--- src/rtl/capi_parerr_ctl.sv ---
// capi_parerr_ctl
// Central controller for the AFU per-interface parity checkers.
// Collects checker error pulses into sticky status, captures the first error,
// counts error cycles, raises one interrupt per error episode, and sequences
// a parity-error injection self-test with a timeout.
//
// State table (report FSM)
//   R_IDLE | no error episode open, interrupt low
//   R_PEND | error seen, o_int_v held high until i_int_ack
//   R_ACKD | interrupt acknowledged, status keeps updating until i_clr
// State table (inject FSM)
//   I_IDLE | ready for an injection request
//   I_FIRE | force bad parity into the latched source for one cycle
//   I_WAIT | wait for the matching checker to fire, or time out
//
// Ports
//   clk, reset      clock, synchronous active-low reset
//   i_err, i_mask   checker error pulses and per-bit ignore mask
//   i_clr           clear all status and close the error episode
//   o_sticky        sticky per-checker status
//   o_first_v/_id   first-error capture
//   o_cnt           saturating count of cycles with an unmasked error
//   o_int_v         interrupt level, i_int_ack acknowledges
//   i_inj_v/_sel    injection request and checker index
//   o_inj_rdy       inject FSM idle
//   o_inj           one-hot force-bad-parity pulse
//   o_inj_done/fail completion pulse and timeout flag
module capi_parerr_ctl #(
    parameter int nerr  = 8,
    parameter int idw   = 3,
    parameter int cntw  = 16,
    parameter int injto = 15
) (
    input  logic            clk,
    input  logic            reset,
    input  logic [nerr-1:0] i_err,
    input  logic [nerr-1:0] i_mask,
    input  logic            i_clr,
    output logic [nerr-1:0] o_sticky,
    output logic            o_first_v,
    output logic [idw-1:0]  o_first_id,
    output logic [cntw-1:0] o_cnt,
    output logic            o_int_v,
    input  logic            i_int_ack,
    input  logic            i_inj_v,
    input  logic [idw-1:0]  i_inj_sel,
    output logic            o_inj_rdy,
    output logic [nerr-1:0] o_inj,
    output logic            o_inj_done,
    output logic            o_inj_fail
);

    localparam int tmrw = $clog2(injto + 1);
    localparam logic [tmrw-1:0] tmr_load = tmrw'(injto - 1);

    typedef enum logic [1:0] {R_IDLE, R_PEND, R_ACKD} rpt_state_t;
    typedef enum logic [1:0] {I_IDLE, I_FIRE, I_WAIT} inj_state_t;

    rpt_state_t      rpt_state, rpt_next;
    inj_state_t      inj_state, inj_next;
    logic [nerr-1:0] e;
    logic            any_e;
    logic [idw-1:0]  low_idx;
    logic [idw-1:0]  inj_sel;
    logic [tmrw-1:0] tmr;
    logic            inj_accept;
    logic            inj_hit;

    assign e     = i_err & ~i_mask;
    assign any_e = |e;

    // Scan downward so the lowest set index wins.
    always_comb begin
        low_idx = '0;
        for (int i = nerr - 1; i >= 0; i--) begin
            if (e[i]) low_idx = idw'(i);
        end
    end

    // Error status; a clear discards the same cycle's errors.
    always_ff @(posedge clk) begin
        if (!reset) begin
            o_sticky   <= '0;
            o_first_v  <= 1'b0;
            o_first_id <= '0;
            o_cnt      <= '0;
        end else if (i_clr) begin
            o_sticky   <= '0;
            o_first_v  <= 1'b0;
            o_first_id <= '0;
            o_cnt      <= '0;
        end else begin
            o_sticky <= o_sticky | e;
            if (any_e && (o_cnt != '1)) o_cnt <= o_cnt + cntw'(1);
            if (!o_first_v && any_e) begin
                o_first_v  <= 1'b1;
                o_first_id <= low_idx;
            end
        end
    end

    always_ff @(posedge clk) begin
        if (!reset) rpt_state <= R_IDLE;
        else        rpt_state <= rpt_next;
    end

    always_comb begin
        rpt_next = rpt_state;
        case (rpt_state)
            R_IDLE:  if (any_e) rpt_next = R_PEND;
            R_PEND:  if (i_int_ack) rpt_next = R_ACKD;
            R_ACKD:  rpt_next = R_ACKD;
            default: rpt_next = R_IDLE;
        endcase
        if (i_clr) rpt_next = R_IDLE;
    end

    assign o_int_v = (rpt_state == R_PEND);

    // Out-of-range selections are dropped rather than latched.
    assign inj_accept = (inj_state == I_IDLE) && i_inj_v && (int'(i_inj_sel) < nerr);
    // The hit looks at the raw checker output so a masked source can still be tested.
    assign inj_hit    = i_err[inj_sel];

    always_ff @(posedge clk) begin
        if (!reset) begin
            inj_state <= I_IDLE;
            inj_sel   <= '0;
            tmr       <= '0;
        end else begin
            inj_state <= inj_next;
            if (inj_accept) inj_sel <= i_inj_sel;
            if (inj_state == I_FIRE)                   tmr <= tmr_load;
            else if (inj_state == I_WAIT && tmr != '0) tmr <= tmr - tmrw'(1);
        end
    end

    // Down-counter terminal count at zero equals an up-count reaching injto-1.
    always_comb begin
        inj_next   = inj_state;
        o_inj      = '0;
        o_inj_done = 1'b0;
        o_inj_fail = 1'b0;
        case (inj_state)
            I_IDLE: if (inj_accept) inj_next = I_FIRE;
            I_FIRE: begin
                o_inj    = {{(nerr-1){1'b0}}, 1'b1} << inj_sel;
                inj_next = I_WAIT;
            end
            I_WAIT: begin
                if (inj_hit) begin
                    o_inj_done = 1'b1;
                    inj_next   = I_IDLE;
                end else if (tmr == '0) begin
                    o_inj_done = 1'b1;
                    o_inj_fail = 1'b1;
                    inj_next   = I_IDLE;
                end
            end
            default: inj_next = I_IDLE;
        endcase
    end

    assign o_inj_rdy = (inj_state == I_IDLE);

endmodule

--- config.mk ---
export PLATFORM = sky130hd
export DESIGN_NAME = capi_parerr_ctl
export DESIGN_NICKNAME = d
export VERILOG_FILES = /design/src/rtl/capi_parerr_ctl.sv
export SDC_FILE = /design/constraint.sdc
export NUM_CORES = 1
export LEC_CHECK = 0
export BUFFER_PORTS_ARGS = -buffer_cell sky130_fd_sc_hd__buf_2
export CAP_MARGIN = 5
export CELL_PAD_IN_SITES_DETAIL_PLACEMENT = 1
export CELL_PAD_IN_SITES_GLOBAL_PLACEMENT = 1
export CORE_ASPECT_RATIO = 0.6
export CORE_MARGIN = 2
export CORE_UTILIZATION = 25
export DETAILED_ROUTE_END_ITERATION = 10
export PLACE_DENSITY_LB_ADDON = 0.1
export SLEW_MARGIN = 20
export SYNTH_ARGS = -nofsm -noshare
export SYNTH_HDL_FRONTEND = slang
export SYNTH_SLANG_ARGS = --single-unit
--- constraint.sdc ---
create_clock -name clk -period 1.8 [get_ports clk]
set_input_delay 0 -clock clk [delete_from_list [all_inputs] [get_ports clk]]
set_output_delay 0 -clock clk [all_outputs]
set_load 0.02 [all_outputs]
---- After elaboration in Yosys (flattened, before gate mapping) ----
Index checks and enable logic that the tools add are counted.
storage, ports and cells
  output and inout port bits .............. 40
  flip-flop bits (word level) ............. 39
  word-level logic and storage cells ...... 66
cells by class
  eq/ne operators ......................... 9
  shifts and indexed selects .............. 1
  add/subtract/negate cells ............... 2
  order comparisons ....................... 1
  bitwise logic cells ..................... 4
  muxes and demuxes ....................... 25
  reduce and logical (&&, ||, !) cells .... 15
operators with widths
  cell                                                                           number
  3-bit 2-to-1 mux                                                               8
  16-bit by 1-bit adder with 16-bit output (second input constant)               1
  16-bit != test (second input constant)                                         1
  2-bit one-hot mux with 3 select lines                                          2
  2-bit 2-to-1 mux                                                               5
  8-bit bitwise AND                                                              1
  4-bit 2-to-1 mux                                                               2
  8-bit 2-to-1 mux                                                               1
  8-bit NOT                                                                      1
  8-bit OR                                                                       1
  8-bit OR reduction                                                             1
  1-bit by 3-bit left shift with 8-bit output (first input constant)             1
  1-bit 2-to-1 mux                                                               6
  2-bit by 1-bit equality test with 1-bit output (second input constant)         2
  2-bit equality test (second input constant)                                    2
  1-bit logical AND                                                              4
  2-bit logical NOT                                                              2
  4-bit logical NOT                                                              1
  3-bit by 4-bit less-than comparator with 1-bit output (second input constant)  1
  2-bit by 1-bit != test with 1-bit output (second input constant)               2
  2-bit AND reduction                                                            2
  4-bit nonzero test                                                             1
  2-bit OR reduction                                                             2
  4-bit by 1-bit subtractor with 4-bit output (second input constant)            1
  6 further kinds                                                                6

---- Depth between registers and ports, before layout ----
Gate-level depths: netlist of run 1.
  depth in word-level cells ............... 10
  gate-level depth with buffers ........... 7
  depth with buffers taken out ............ 7

---- Worst setup path before layout of run 1 ----
No wires, ideal clock.
  path type ............................... flip-flop to output port
  from .................................... reg inj_sel[0]
  to ...................................... out o_inj_fail
  buffers on the path ..................... 1
  arrival ................................. 1999 ps
  cell stages (with the launch flop) ...... 5
  path slack .............................. -199 ps
  cells stage by stage .................... dfxtp_1 > clkbuf_1 > mux4_2 > mux2i_1 > nor4b_1
between the ends
  cells in the longest elaborated chain, start to end .. 4
ends and longest elaborated chain
  element                                    RTL line  text
  start, declared                            64        logic [idw-1:0] inj_sel;
  start signal, assigned                     132       if (inj_accept) inj_sel <= i_inj_sel;
  1-bit binary-select mux with 3-bit select  123       assign inj_hit = i_err[inj_sel];
  1-bit 2-to-1 mux (not written as such)     123
  1-bit 2-to-1 mux                           151       if (inj_hit) begin
  1-bit 2-to-1 mux                           144       case (inj_state)
  end, declared                              50        output logic o_inj_fail
No other way between the ends. The select of a mux whose other input is x is not followed.

---- Worst setup path in the final report of run 1 ----
Ends and elaborated chain as after synthesis.

==> impl_results.md, run 1 <==
- CP Data Arrival Time: 1.78 ns
- Pwr/cell area: 739 nW/µm²
- Critical R2R Capture: o_cnt[9]
- Cell count of the worst hold path: 4
- Worst R2R Path Depth: 5
- Vias per cell: between 4 and 5
- N_diodes: 0
- Post-synth EDFFs: 0
- Worst-Skew Late Latency: 0.29 ns
- Die Y: roughly 76 µm
- Post-Layout Inst Area: 2910 µm²
- Synth cell types: 49
- Design Power: 2.15 mW
- Crit Path Class: reg2out
- Fraction of layout cells with a size suffix above 1: ~36%
- Met2 Wirelength: 2630 µm
- Critical path origin: inj_sel[0]
- CTS Buf Count: 5
- Fmax: roughly 560 MHz
- Gr usage total: about 16%
- Outcome: complete, no violations
- Max clock buf depth: 2
- CTS tree: built
- Worst-margin pin slew: 0.684 ns
- DIE AREA: 9330 µm²
- Die width: ~120 µm
- Most frequent cells in the layout: buf_2, dfxtp_1, nor2_1
- Yosys warnings: 0
- Critical Path RT: 1.80 ns
- Sequential share of power: between 40% and 50%
- Nature of the critical path endpoint: primary output
- Switching portion of total power: 27.5%
- Netlist Area Pre-Place: 2140 µm²
- Int Pwr: around 1.6 mW
- Setup crit end: o_inj_fail
- IO Pins: 64
- Dpl ws: 0.105 ns
- Worst setup SP type: flip-flop
- Highest Signal Layer: met4
- Most used DFF post-synth: dfxtp_1
- Synth Instances: roughly 240
- HP Class: in2reg
- Synth area leaders: dfxtp_1, nor2_1, nor2b_4
- Layout Skew: 0.00516 ns
- Final period util: between 90 and 100%
- Slew Limit Headroom: 54.4%
- Root buf cell: clkbuf_16
- Largest net degree at the start of global routing: 21
- First-pass GRT wire length: 10900 µm
- Post-synth top area cell: dfxtp_1
- DRT met1 WL: about 3800 µm
- # rows: 26
- Fill cells: about 1.0k
- Async set-reset flop share out of synthesis: 0%
- Max Slew Vio Count: 0
- Share of the synthesized area in the top cell type: 36.5%
- RSZ-0062 raised after global routing: yes
- HPWL after detailed placement: 5330 µm
- Syn Area/Cell: between 8 and 9 µm²
- WL met3: about 310 µm
- NetSw: between 0.5 and 0.6 mW
- Area delta synth->final: 35.9%
- Via count: 2091
- Reg2reg start: o_cnt[5]
- Final hold vios: 0
- Max-cap violations: 0
- Post-route ant nets: 0
- DRT Pass-1 Iters: 4
- Drc violations: 0
- Core Region: 8390 µm²
- Synthesized flop and latch total: 39
- H-tree levels: 2
- Vias in the first global route: 2018
- Avg WL per Cell: ~16 µm
- Port Buffers: 63
- Initial core utilization: 25.5%
- Sequential area share after synthesis: between 30% and 40%
- Commonest non-fill, non-tap cell in the layout: buf_2
- Placed cell area: 2680 µm²
- CTS Sinks: 39
- Net Count, Synth: 271
- Setup violations, final: 0
- Initial antenna violation count: 0
- Clock power frac: 40.6%
- Tmin final: 1.78 ns
- Reg2reg setup slack: between 0.15 and 0.2 ns
- GRT Residual Overflow: 0
- Total Wirelength: 6850 µm
- Gate power share: 16.1%
- Leak: 1.25 nW
- Placer Congestion: 0.771
- Final design utilization: 34.6%
- Final worst slack: 0.0192 ns
- DRT iter0 DRCs: 106
- Clk pin slew, worst setup/hold paths: 0.06 ns
- VDD IR max: 311 µV
- CP Max Fanout: 3
- Layout Nets: 355
[synth_stat cells, drive strengths merged, types with 4 or more instances]
cell,count
nor2,31
mux2i,6
dfxtp,39
inv,11
and3,4
nand2,16
nor2b,14
nand3,10
nor4,13
a21oi,13
nor3,7
buf,4
nand4,5
o31ai,7
o21ai,7
nand2b,5
or4,6
ha,5
a21boi,4
clkbuf,7
[logic make-up (layout without fill, tap and decap cells)]
logic type / Yosys count / in the layout / synth area share (%)
XOR/XNOR: 3 / 3 / 1.23
adder cells (fa/ha/maj): 5 / 5 / 2.93
AO/OA/AOI/OAI: 43 / 43 / 13.9
AND/OR/NAND/NOR: 122 / 122 / 35.2
buffers and inverters: 22 / 107 / 5.32
flip-flops: 39 / 39 / 36.5
multiplexers: 8 / 8 / 4.92
[state kept, by name (all words and copies together) (netlist names)]
signal,cells
rpt_state,2
o_first_v,1
inj_state,2
o_first_id,3
tmr,4
o_sticky,8
inj_sel,3
o_cnt,16
[how the worst min path moves through the flow]
| stage | startpoint | to | slack, ns |
|---|---|---|---|
| detailed placement | i_inj_v | inj_state[0] | 0.24 |
| global route | i_mask[5] | o_sticky[5] | 0.03 |
| global placement | i_inj_v | inj_state[0] | 0.24 |
| CTS | i_mask[7] | o_sticky[7] | 0.03 |
| finish | i_mask[4] | o_sticky[4] | 0.03 |
| floorplan | i_inj_v | inj_state[0] | 0.15 |
[worst max-delay path, cell delays in order, from the launching register on]
cell and delay, ns:
dfxtp_4 0.37, mux4_2 0.55, mux2i_4 0.19, nor4b_4 0.21
buf_4 0.18
[layer usage]
layer	global-route usage, %	vias to the layer above
met5	0	-
met3	4.27	5
met2	20.9	43
met1	23.9	992
li1	-	1051
met4	3.79	0
[per-stage QoR]
step	hold WS (ns)	cells	setup TNS, ns
final	0.0342	439	0
after global routing	0.0293	439	-0.0935
after CTS	0.0253	438	-0.0204
after detailed placement	0.244	426	0
after global placement	0.242	426	0
after floorplan	0.146	242	0
[power groups by stage]
stage               combinational (mW)  clock [mW]  sequential, mW
floorplan                        0.201           0           0.951
global placement                 0.318           0           0.945
detailed placement               0.321           0           0.946
CTS                              0.344       0.903           0.928
global route                     0.382       0.945           0.934
finish                           0.346       0.873           0.929
[timing repair]
item / in CTS / in global routing
setup buffers: 0 / 1
hold buffers: 4 / 0
endpoints found under the setup margin: 2 / 5
pin swaps: 0 / 0
resized for setup: 7 / 3
endpoints found under the hold margin: 4 / 0
[final cells by class]
cell class | instances | area, µm² | share of cell area, %
clock inverters | 3 | 15.0 | 0.517
flip-flops and latches | 39 | 785 | 27.0
repair buffers | 88 | 515 | 17.7
clock buffers | 5 | 125 | 4.30
multi-input cells | 181 | 1280 | 44.2
inverters | 11 | 41.3 | 1.42
well taps | 112 | 140 | 4.82
Power figures use the tool's default switching activity.
==> run 2: changes to the inputs <==
--- a/config.mk
+++ b/config.mk
@@ -12,6 +12,7 @@
 export CORE_ASPECT_RATIO = 0.6
 export CORE_MARGIN = 2
 export CORE_UTILIZATION = 25
+export CTS_BUF_LIST = sky130_fd_sc_hd__clkbuf_8
 export DETAILED_ROUTE_END_ITERATION = 10
 export PLACE_DENSITY_LB_ADDON = 0.1
 export SLEW_MARGIN = 20
==> run 2 against run 1 <==
  * The flow now finishes with violations (negative setup slack)
  * Design area shrank 0.90%
  * Sequential cell count did not move
  * Critical path depth did not move
  * Clock-buffer cell count unchanged
  * Fmax shrank 1.7%
  * Setup slack worse by 0.031 ns
  * Via count grew 0.96%
  * Critical endpoint unchanged
  * First-iteration DRC count shrank 27%
  * Total power shrank 12%
  * Sequential power about the same
  * Clock power fell by 30%
  * Global-route usage up 0.19 points
==> impl_results.md, run 2 (same netlist as run 1, synthesis figures left out) <==
- DRT Pass-1 Iters: 4
- Sequential share of power: approximately half
- # rows: 26
- HP Class: in2reg
- Initial antenna violation count: 0
- Fraction of layout cells with a size suffix above 1: a little over a third
- Clk pin slew, worst setup/hold paths: 0.09 ns
- Gate power share: 18.6%
- Area delta synth->final: 34.7%
- H-tree levels: 2
- DRT met1 WL: between 3000 and 4000 µm
- First-pass GRT wire length: 11000 µm
- Layout Nets: ~360
- Fmax: 552 MHz
- Placed cell area: between 2000 and 3000 µm²
- Drc violations: 0
- IO Pins: 64
- Post-route ant nets: 0
- Failing checks: negative setup slack
- Crit Path Class: reg2out
- Placer Congestion: between 0.7 and 0.8
- Int Pwr: 1.32 mW
- Final period util: 101%
- Total Wirelength: ~6900 µm
- Slew Limit Headroom: about 55%
- VDD IR max: 243 µV
- Core Region: roughly 8400 µm²
- WL met3: 283 µm
- Outcome: finished with violations
- Final worst slack: -0.0114 ns
- CTS tree: built
- HPWL after detailed placement: 5330 µm
- Final hold vios: 0
- Via count: about 2.1k
- Vias per cell: around 4.8
- Worst-Skew Late Latency: a little over 0.3 ns
- Critical Path RT: around 1.8 ns
- Die Y: 75.6 µm
- DRT iter0 DRCs: 77
- Worst setup SP type: flip-flop
- CTS Buf Count: 5
- Most frequent cells in the layout: buf_2, dfxtp_1, nor2_1
- Pwr/cell area: 657 nW/µm²
- Post-Layout Inst Area: roughly 2900 µm²
- Dpl ws: 0.105 ns
- RSZ-0062 raised after global routing: yes
- Max clock buf depth: 2
- Initial core utilization: around a quarter
- Layout Skew: 0.00809 ns
- Worst-margin pin slew: 0.682 ns
- Top reg by flops: o_cnt
- Setup violations, final: 1
- N_diodes: 0
- Met2 Wirelength: 2670 µm
- Min Hold Slack: around 0.013 ns
- Largest register FFs: 16
- NetSw: approximately 0.57 mW
- CTS Sinks: 39
- Design Power: 1.89 mW
- Root buf cell: clkbuf_8
- Vias in the first global route: between 2k and 2.5k
- Final design utilization: between 30% and 40%
- Switching portion of total power: 30.3%
- Commonest non-fill, non-tap cell in the layout: buf_2
- Gr usage total: 15.7%
- DIE AREA: slightly above 9000 µm²
- Avg WL per Cell: between 15 and 20 µm
- Max Slew Vio Count: 0
- Leak: 1.23 nW
- Die width: 123 µm
- Port Buffers: 63
- Max-cap violations: 0
- CP Max Fanout: 3
- GRT Residual Overflow: 0
- Clock power frac: roughly 32%
- Highest Signal Layer: met4
- CP Data Arrival Time: about 1.8 ns
- Largest regs: o_cnt: 16 flops, o_sticky: 8 flops, tmr: 4 flops
- Largest net degree at the start of global routing: 21
- Nature of the critical path endpoint: primary output
- Tmin final: around 1.8 ns
[run 2: metrics by stage]
| stage | std cells | setup TNS [ns] |
|---|---|---|
| 6_report | 442 | -0.0114 |
| 5_1_grt | 442 | -0.167 |
| 4_1_cts | 441 | -0.0526 |
| 3_5_place_dp | 426 | 0 |
| 3_3_place_gp | 426 | 0 |
| 2_1_floorplan | 242 | 0 |
[run 2: layout make-up]
type / instances / area, µm²
fillers: 1027 / 5510
clock buffers: 5 / 68.8
flip-flops and latches: 39 / 785
well taps: 112 / 140
clock inverters: 3 / 15.0
inverters: 11 / 41.3
multi-input cells: 181 / 1280
repair buffers: 91 / 546
[run 2: layer usage]
layer / track usage [%] / up-vias
met3: 4.27 / 8
met2: 21.4 / 34
li1: - / 1057
met1: 23.7 / 1012
met4: 4.92 / 0
met5: 0 / -
[run 2: power by group through the flow]
stage	sequential, mW	combinational, mW	clock [mW]
4_1_cts	0.926	0.349	0.640
5_1_grt	0.933	0.388	0.674
6_report	0.927	0.351	0.613
2_1_floorplan	0.951	0.201	0
3_5_place_dp	0.946	0.321	0
3_3_place_gp	0.945	0.318	0
[run 2: what timing repair did]
action / CTS / global route
setup endpoints to repair: 2 / 5
setup buffers: 0 / 1
hold buffers: 7 / 0
hold endpoints to repair: 7 / 0
resized for setup: 7 / 3
[run 2: final timing paths]
kind | from | end | slack (ns) | depth (start not counted)
worst max-delay path | inj_sel[0] | o_inj_fail | -0.01 | 4
worst min-delay path | i_mask[0] | o_sticky[0] | 0.01 | 4
worst max register to register | o_cnt[5] | o_cnt[9] | 0.13 | 5
worst min register to register | o_sticky[1] | o_sticky[1] | 0.47 | 2
[run 2: critical path, stage by stage (launching register included)]
cell and delay [ns]:
dfxtp_4 0.38, mux4_2 0.55, mux2i_4 0.19, nor4b_4 0.21
buf_4 0.18
